`src/rtl/kypd_scan.sv`:
```
// kypd_scan: 4x4 active-low keypad scanner with per-scan debounce and a three-digit entry register.
// Define KYPD_HEX_ENTRY_EN to let accepted A, B, D, E, F shift into x alongside 0..9.
module kypd_scan #(
  parameter int SCAN_DIV_W = 14,
  parameter int DEB_SCANS  = 3
) (
  input  logic        clk,
  input  logic        rst,
  input  logic [3:0]  row,
  output logic [3:0]  col,
  output logic        key_valid,
  output logic [3:0]  key_code,
  output logic [11:0] x
);

  localparam int         CW  = SCAN_DIV_W + 2;
  localparam logic [3:0] DEB = 4'(DEB_SCANS);

  typedef enum logic [1:0] {IDLE, DEBOUNCE, PRESSED, RELEASE} state_t;

  state_t        state, state_n;
  logic [CW-1:0] scan_cnt;
  logic [1:0]    col_idx;
  logic          sample, scan_end;
  logic [2:0]    cur_cnt, sum;
  logic [3:0]    cur_code;
  logic [1:0]    acc_cnt;
  logic [3:0]    acc_code;
  logic          res_none, res_single;
  logic [3:0]    res_code;
  logic [3:0]    cand, cand_n;
  logic [3:0]    cnt, cnt_n;
  logic          accept;

  function automatic logic [3:0] key_map(input logic [1:0] r, input logic [1:0] c);
    logic [3:0] k;
    k = 4'h0;
    case ({r, c})
      4'h0: k = 4'h1;
      4'h1: k = 4'h2;
      4'h2: k = 4'h3;
      4'h3: k = 4'hA;
      4'h4: k = 4'h4;
      4'h5: k = 4'h5;
      4'h6: k = 4'h6;
      4'h7: k = 4'hB;
      4'h8: k = 4'h7;
      4'h9: k = 4'h8;
      4'hA: k = 4'h9;
      4'hB: k = 4'hC;
      4'hC: k = 4'h0;
      4'hD: k = 4'hF;
      4'hE: k = 4'hE;
      4'hF: k = 4'hD;
      default: k = 4'h0;
    endcase
    return k;
  endfunction

  assign col_idx  = scan_cnt[CW-1 -: 2];
  assign col      = ~(4'b0001 << col_idx);
  assign sample   = &scan_cnt[SCAN_DIV_W-1:0];
  assign scan_end = sample && (col_idx == 2'd3);

  always_comb begin
    cur_cnt  = '0;
    cur_code = '0;
    for (int r = 3; r >= 0; r--) begin
      if (!row[r]) begin
        cur_cnt  = cur_cnt + 3'd1;
        cur_code = key_map(2'(r), col_idx);
      end
    end
  end

  // acc_cnt saturates at 2: anything beyond one low bit per scan is MULTI.
  assign sum        = {1'b0, acc_cnt} + cur_cnt;
  assign res_none   = (sum == 3'd0);
  assign res_single = (sum == 3'd1);
  assign res_code   = (acc_cnt == 2'd1) ? acc_code : cur_code;

  always_ff @(posedge clk) begin
    if (rst) begin
      scan_cnt <= '0;
      acc_cnt  <= '0;
      acc_code <= '0;
    end else begin
      scan_cnt <= scan_cnt + CW'(1);
      if (sample) begin
        if (scan_end) begin
          acc_cnt  <= '0;
          acc_code <= '0;
        end else begin
          acc_cnt <= (sum >= 3'd2) ? 2'd2 : sum[1:0];
          if (acc_cnt == 2'd0 && cur_cnt == 3'd1) acc_code <= cur_code;
        end
      end
    end
  end

  always_comb begin
    state_n = state;
    cand_n  = cand;
    cnt_n   = cnt;
    accept  = 1'b0;
    if (scan_end) begin
      unique case (state)
        IDLE: begin
          if (res_single) begin
            cand_n = res_code;
            cnt_n  = 4'd1;
            if (DEB == 4'd1) begin
              state_n = PRESSED;
              accept  = 1'b1;
            end else begin
              state_n = DEBOUNCE;
            end
          end
        end
        DEBOUNCE: begin
          if (res_single && res_code == cand) begin
            cnt_n = cnt + 4'd1;
            if (cnt + 4'd1 == DEB) begin
              state_n = PRESSED;
              accept  = 1'b1;
            end
          end else begin
            state_n = IDLE;
            cnt_n   = '0;
          end
        end
        PRESSED: begin
          if (res_none) begin
            cnt_n   = 4'd1;
            state_n = (DEB == 4'd1) ? IDLE : RELEASE;
          end
        end
        RELEASE: begin
          if (res_none) begin
            cnt_n = cnt + 4'd1;
            if (cnt + 4'd1 == DEB) state_n = IDLE;
          end else begin
            state_n = PRESSED;
          end
        end
        default: state_n = IDLE;
      endcase
    end
  end

  always_ff @(posedge clk) begin
    if (rst) begin
      state     <= IDLE;
      cand      <= '0;
      cnt       <= '0;
      key_valid <= 1'b0;
      key_code  <= '0;
      x         <= '0;
    end else begin
      state     <= state_n;
      cand      <= cand_n;
      cnt       <= cnt_n;
      key_valid <= accept;
      if (accept) begin
        key_code <= cand_n;
        if (cand_n <= 4'd9) x <= {x[7:0], cand_n};
        else if (cand_n == 4'hC) x <= '0;
`ifdef KYPD_HEX_ENTRY_EN
        else x <= {x[7:0], cand_n};
`else
        else x <= x;
`endif
      end
    end
  end

endmodule

```
`config.mk`:
```
export PLATFORM = sky130hd
export DESIGN_NAME = kypd_scan
export DESIGN_NICKNAME = d
export VERILOG_FILES = /design/src/rtl/kypd_scan.sv
export SDC_FILE = /design/constraint.sdc
export NUM_CORES = 1
export LEC_CHECK = 0
export CAP_MARGIN = 40
export CELL_PAD_IN_SITES_DETAIL_PLACEMENT = 2
export CELL_PAD_IN_SITES_GLOBAL_PLACEMENT = 2
export CORE_MARGIN = 4
export CORE_UTILIZATION = 33
export CTS_BUF_LIST = sky130_fd_sc_hd__clkbuf_4 sky130_fd_sc_hd__clkbuf_8
export DETAILED_ROUTE_END_ITERATION = 10
export PLACE_DENSITY = 0.76
export SYNTH_ARGS = -nofsm -noshare
export SYNTH_HDL_FRONTEND = slang
export SYNTH_SLANG_ARGS = --single-unit
```
`constraint.sdc`:
```
create_clock -name clk -period 5 [get_ports clk]
set_clock_uncertainty 0.2 [all_clocks]
set_input_delay 1.5 -clock clk [delete_from_list [all_inputs] [get_ports clk]]
set_output_delay 1.5 -clock clk [all_outputs]
set_load 0.05 [all_outputs]
```
==> out/results.tsv, run 1 <==
stage	metric	value	unit
outcome	status	finished, final reports clean	
global_route	first-pass GRT wire length	16400	um
power_and_ir_drop	Flop pwr share	50.0	%
placed_design	RePlAce Congestion	0.784	
sta	max_slew headroom	39.9	%
die	die area	0.0104	mm^2
detailed_routing	Detailed Route Iter0 Violations	78	
min_path	worst min-delay path endpoint	x[9]$_SDFFE_PP0P_	
detailed_routing	Final ANT Viol Nets	0	
power_and_ir_drop	power share of the clock group	32.4	%
placed_design	Buffers on Ports	26	
sta	setup tns final	0	ns
worst_setup_path	critical path peak fanout	5	
run	maxcap violations	0	
logic_synthesis	number of synthesized flops with an enable pin	0	
cts	clock-pin slew on the worst setup and hold paths	0.10	ns
final_layout	design area	0.00392	mm^2
logic_synthesis	Synth cell types	59	
sta	Final Hold Fails	0	
cts	clock latency on the worst-skew pair	0.31	ns
worst_setup_path	CP dominant cell by count	buf_6	
detailed_routing	drt first pass iters	4	
logic_synthesis	Synthesized Nets	361	
logic_synthesis	synthesized area	0.00290	mm^2
worst_setup_path	worst-path cell chain	clkdlybuf4s15_1 -> nand2_1 -> o21ai_4 -> ha_4 -> mux2_4 -> fa_2 -> xor3_2 -> nor3b_4 -> o211ai_4 -> buf_6 -> buf_6 -> o41ai_4 -> or4b_4 -> a21oi_2	
cts	CTS tree	done	
worst_setup_path	critical path endpoint category	flip-flop	
detailed_routing	WL per Instance	20.7	um
min_path	Tightest Hold Check Type	reg2reg	
sta	Worst-Margin Slew	0.896	ns
global_route	remaining global-route overflow	0	
logic_synthesis	sequential area share after synthesis	33.8	%
detailed_routing	# DRC	0	
worst_setup_path	WS Path Type	in2reg	
worst_setup_path	Worst path slowest cell	or4b_4	
final_layout	nets@finish	429	
sta	min cycle time layout	4.95	ns
sta	max-slew violations	0	
die	number of I/O pins	27	
power_and_ir_drop	VDD IR-drop max	0.144	mV
die	Die Span X	102	um
placed_design	Post-DP HPWL	6500	um
power_and_ir_drop	Static Leak	1.40	nW
die	cell row count	33	
global_route	vias in the first global route	3077	
detailed_routing	Via Count	2875	
cts	cts bufs inserted	5	
power_and_ir_drop	Int Power	0.573	mW
power_and_ir_drop	Pwr Total	0.789	mW
final_layout	most common cell after layout, fill and taps aside	dfxtp_1	
power_and_ir_drop	PwrDens	201	mW/mm^2
cts	H-tree Lvls	2	
worst_setup_path	Reg-to-Reg End	x[3]$_SDFFE_PP0P_	
logic_synthesis	Async S/R FF share, synth	0	%
placed_design	Placed Area	0.00349	mm^2
logic_synthesis	Avg Inst Size Synth	8.52	um^2
worst_setup_path	WP data required	5.05	ns
worst_setup_path	startpoint types	primary input	
worst_setup_path	reg-to-reg critical path startpoint	scan_cnt[15]$_SDFF_PP0_	
power_and_ir_drop	combinational power share	17.6	%
die	Initial Util	34.6	%
logic_synthesis	Synth Register Bits	49	
global_route	pin count of the biggest net entering global routing	26	
cts	Clock Sinks	49	
final_layout	commonest cells after routing, fill and taps aside	49 x dfxtp_1, 40 x nor2_1, 37 x buf_4	
sta	final worst-path cycle share	99.0	%
detailed_routing	Vias/cell	5.58	
worst_setup_path	CP peak stage delay	0.50	ns
die	Die Y	102	um
cts	root buf cell	clkbuf_8	
sta	Max Freq	202	MHz
sta	final setup vio count	0	
worst_setup_path	R2R Setup Slk	1.45	ns
cts	CTS Hold Bufs	0	
global_route	antenna violations before repair	0	
detailed_routing	Routed WL	10700	um
worst_setup_path	R2R depth	9	
final_layout	synthesis-to-layout area growth	34.9	%
logic_synthesis	most used flip-flop cell after synthesis	dfxtp_1	
cts	CTS max path bufs	2	
power_and_ir_drop	Sw Share	27.4	%
min_path	Hold Path Depth	2	
final_layout	share of layout cells above drive strength 1	23.9	%
worst_setup_path	critical path data arrival time	5.00	ns
final_layout	filler instances	908	
logic_synthesis	synthesized instance count	341	
logic_synthesis	yosys warns	0	
power_and_ir_drop	NetSw	0.216	mW
die	Core Region	0.00838	mm^2
global_route	GRT Total Usage	20.1	%
final_layout	antenna diode count	0	
min_path	Hold Crit Start	x[9]$_SDFFE_PP0P_	
stage by stage:
step	hold WS [ns]	setup slack (ns)	utilization, %	instances
after CTS	0.281	0.0138	45.2	508
after detailed placement	0.267	-0.665	41.7	489
final	0.277	0.0508	46.7	515
after global routing	0.302	-0.0746	46.7	515
after global placement	0.245	-0.515	41.3	487
after floorplan	0.226	0.0258	-	341
cells by family (layout without fill, tap and decap cells):
kind of cell             count (synthesis)  after routing  synth area share (%)
AND/OR/NAND/NOR                        144            145                  28.4
AO/OA/AOI/OAI                           74             74                  16.9
flip-flops                              49             49                  33.8
buffers and inverters                   29             97                  4.05
XOR/XNOR                                19             19                  6.29
adder cells (fa/ha/maj)                 14             14                  6.29
multiplexers                            12             12                  4.27
registers in the layout, summed over array words and instances, names as in the netlist:
| signal | count |
|---|---|
| scan_cnt | 16 |
| x | 12 |
| acc_code | 4 |
| cand | 4 |
| cnt | 4 |
| key_code | 4 |
| acc_cnt | 2 |
| state | 2 |
| key_valid | 1 |
metal layers:
metal | vias to the layer above | global-route usage, % | part of all wire, %
li1 | 1362 | - | -
met1 | 1455 | 26.0 | 44
met2 | 39 | 36.5 | 51
met3 | 19 | 2.25 | 2.6
met4 | 0 | 3.63 | 2.4
met5 | - | 0 | 0
synthesized netlist by cell type (8+ instances only):
cell type	n	share of area [%]
nand3_1	22	3.8
ha_1	13	5.6
mux2i_1	9	3.1
a21oi_1	24	4.1
o21ai_0	8	1.4
nand2_1	15	1.9
o21ai_1	10	1.7
inv_1	16	2.1
nor2b_1	8	1.7
nor2_1	40	5.2
nand2b_1	8	1.7
nand4_1	8	1.7
xnor2_1	13	3.9
dfxtp_1	49	34
timing repair:
item,in CTS,in global routing
setup buffers,8,7
gates resized for setup,27,18
pin swaps,15,8
cloned,3,0
setup endpoints to repair,23,23
power groups by stage:
stage / Clock [mW] / Combinational, mW / Sequential [mW]
2_1_floorplan: 0 / 0.0582 / 0.402
3_3_place_gp: 0 / 0.0902 / 0.403
3_5_place_dp: 0 / 0.0980 / 0.403
4_1_cts: 0.258 / 0.116 / 0.394
5_1_grt: 0.275 / 0.149 / 0.395
6_report: 0.256 / 0.139 / 0.394
how the worst max path moves through the flow:
stage / startpoint / to / slack (ns) / cells past startpoint
after floorplan: row[2] / x[2]$_SDFFE_PP0P_ / 0.03 / 13
after global placement: row[2] / x[3]$_SDFFE_PP0P_ / -0.52 / 13
after detailed placement: row[2] / x[3]$_SDFFE_PP0P_ / -0.66 / 13
after CTS: row[2] / x[6]$_SDFFE_PP0P_ / 0.01 / 14
after global routing: row[1] / cnt[1]$_SDFFE_PP0P_ / -0.07 / 14
final: row[1] / cnt[1]$_SDFFE_PP0P_ / 0.05 / 14
cell type report:
cell class	instances	area [um^2]	share of cell area [%]
Clock buffer	7	83.8	2.14
Inverter	16	60.1	1.53
Tap cell	105	131	3.35
Multi-Input combinational cell	264	1980	50.5
Sequential cell	49	981	25.0
Clock inverter	1	7.51	0.192
Timing Repair Buffer	73	676	17.2
worst max-delay path: cells and delay by family:
family                   cells  cell delay [ns]
AND/OR/NAND/NOR              3             0.96
adder cells (fa/ha/maj)      2             0.57
multiplexers                 1             0.28
buffers and inverters        3             0.65
XOR/XNOR                     1             0.30
AO/OA/AOI/OAI                4             0.74
Power figures use the tool's default switching activity.
==> run 2: changes to the inputs <==
- HOLD_SLACK_MARGIN: unset -> 0.12
==> results of run 2 <==
Final layout, timing and power as in run 1 (identical DEF).
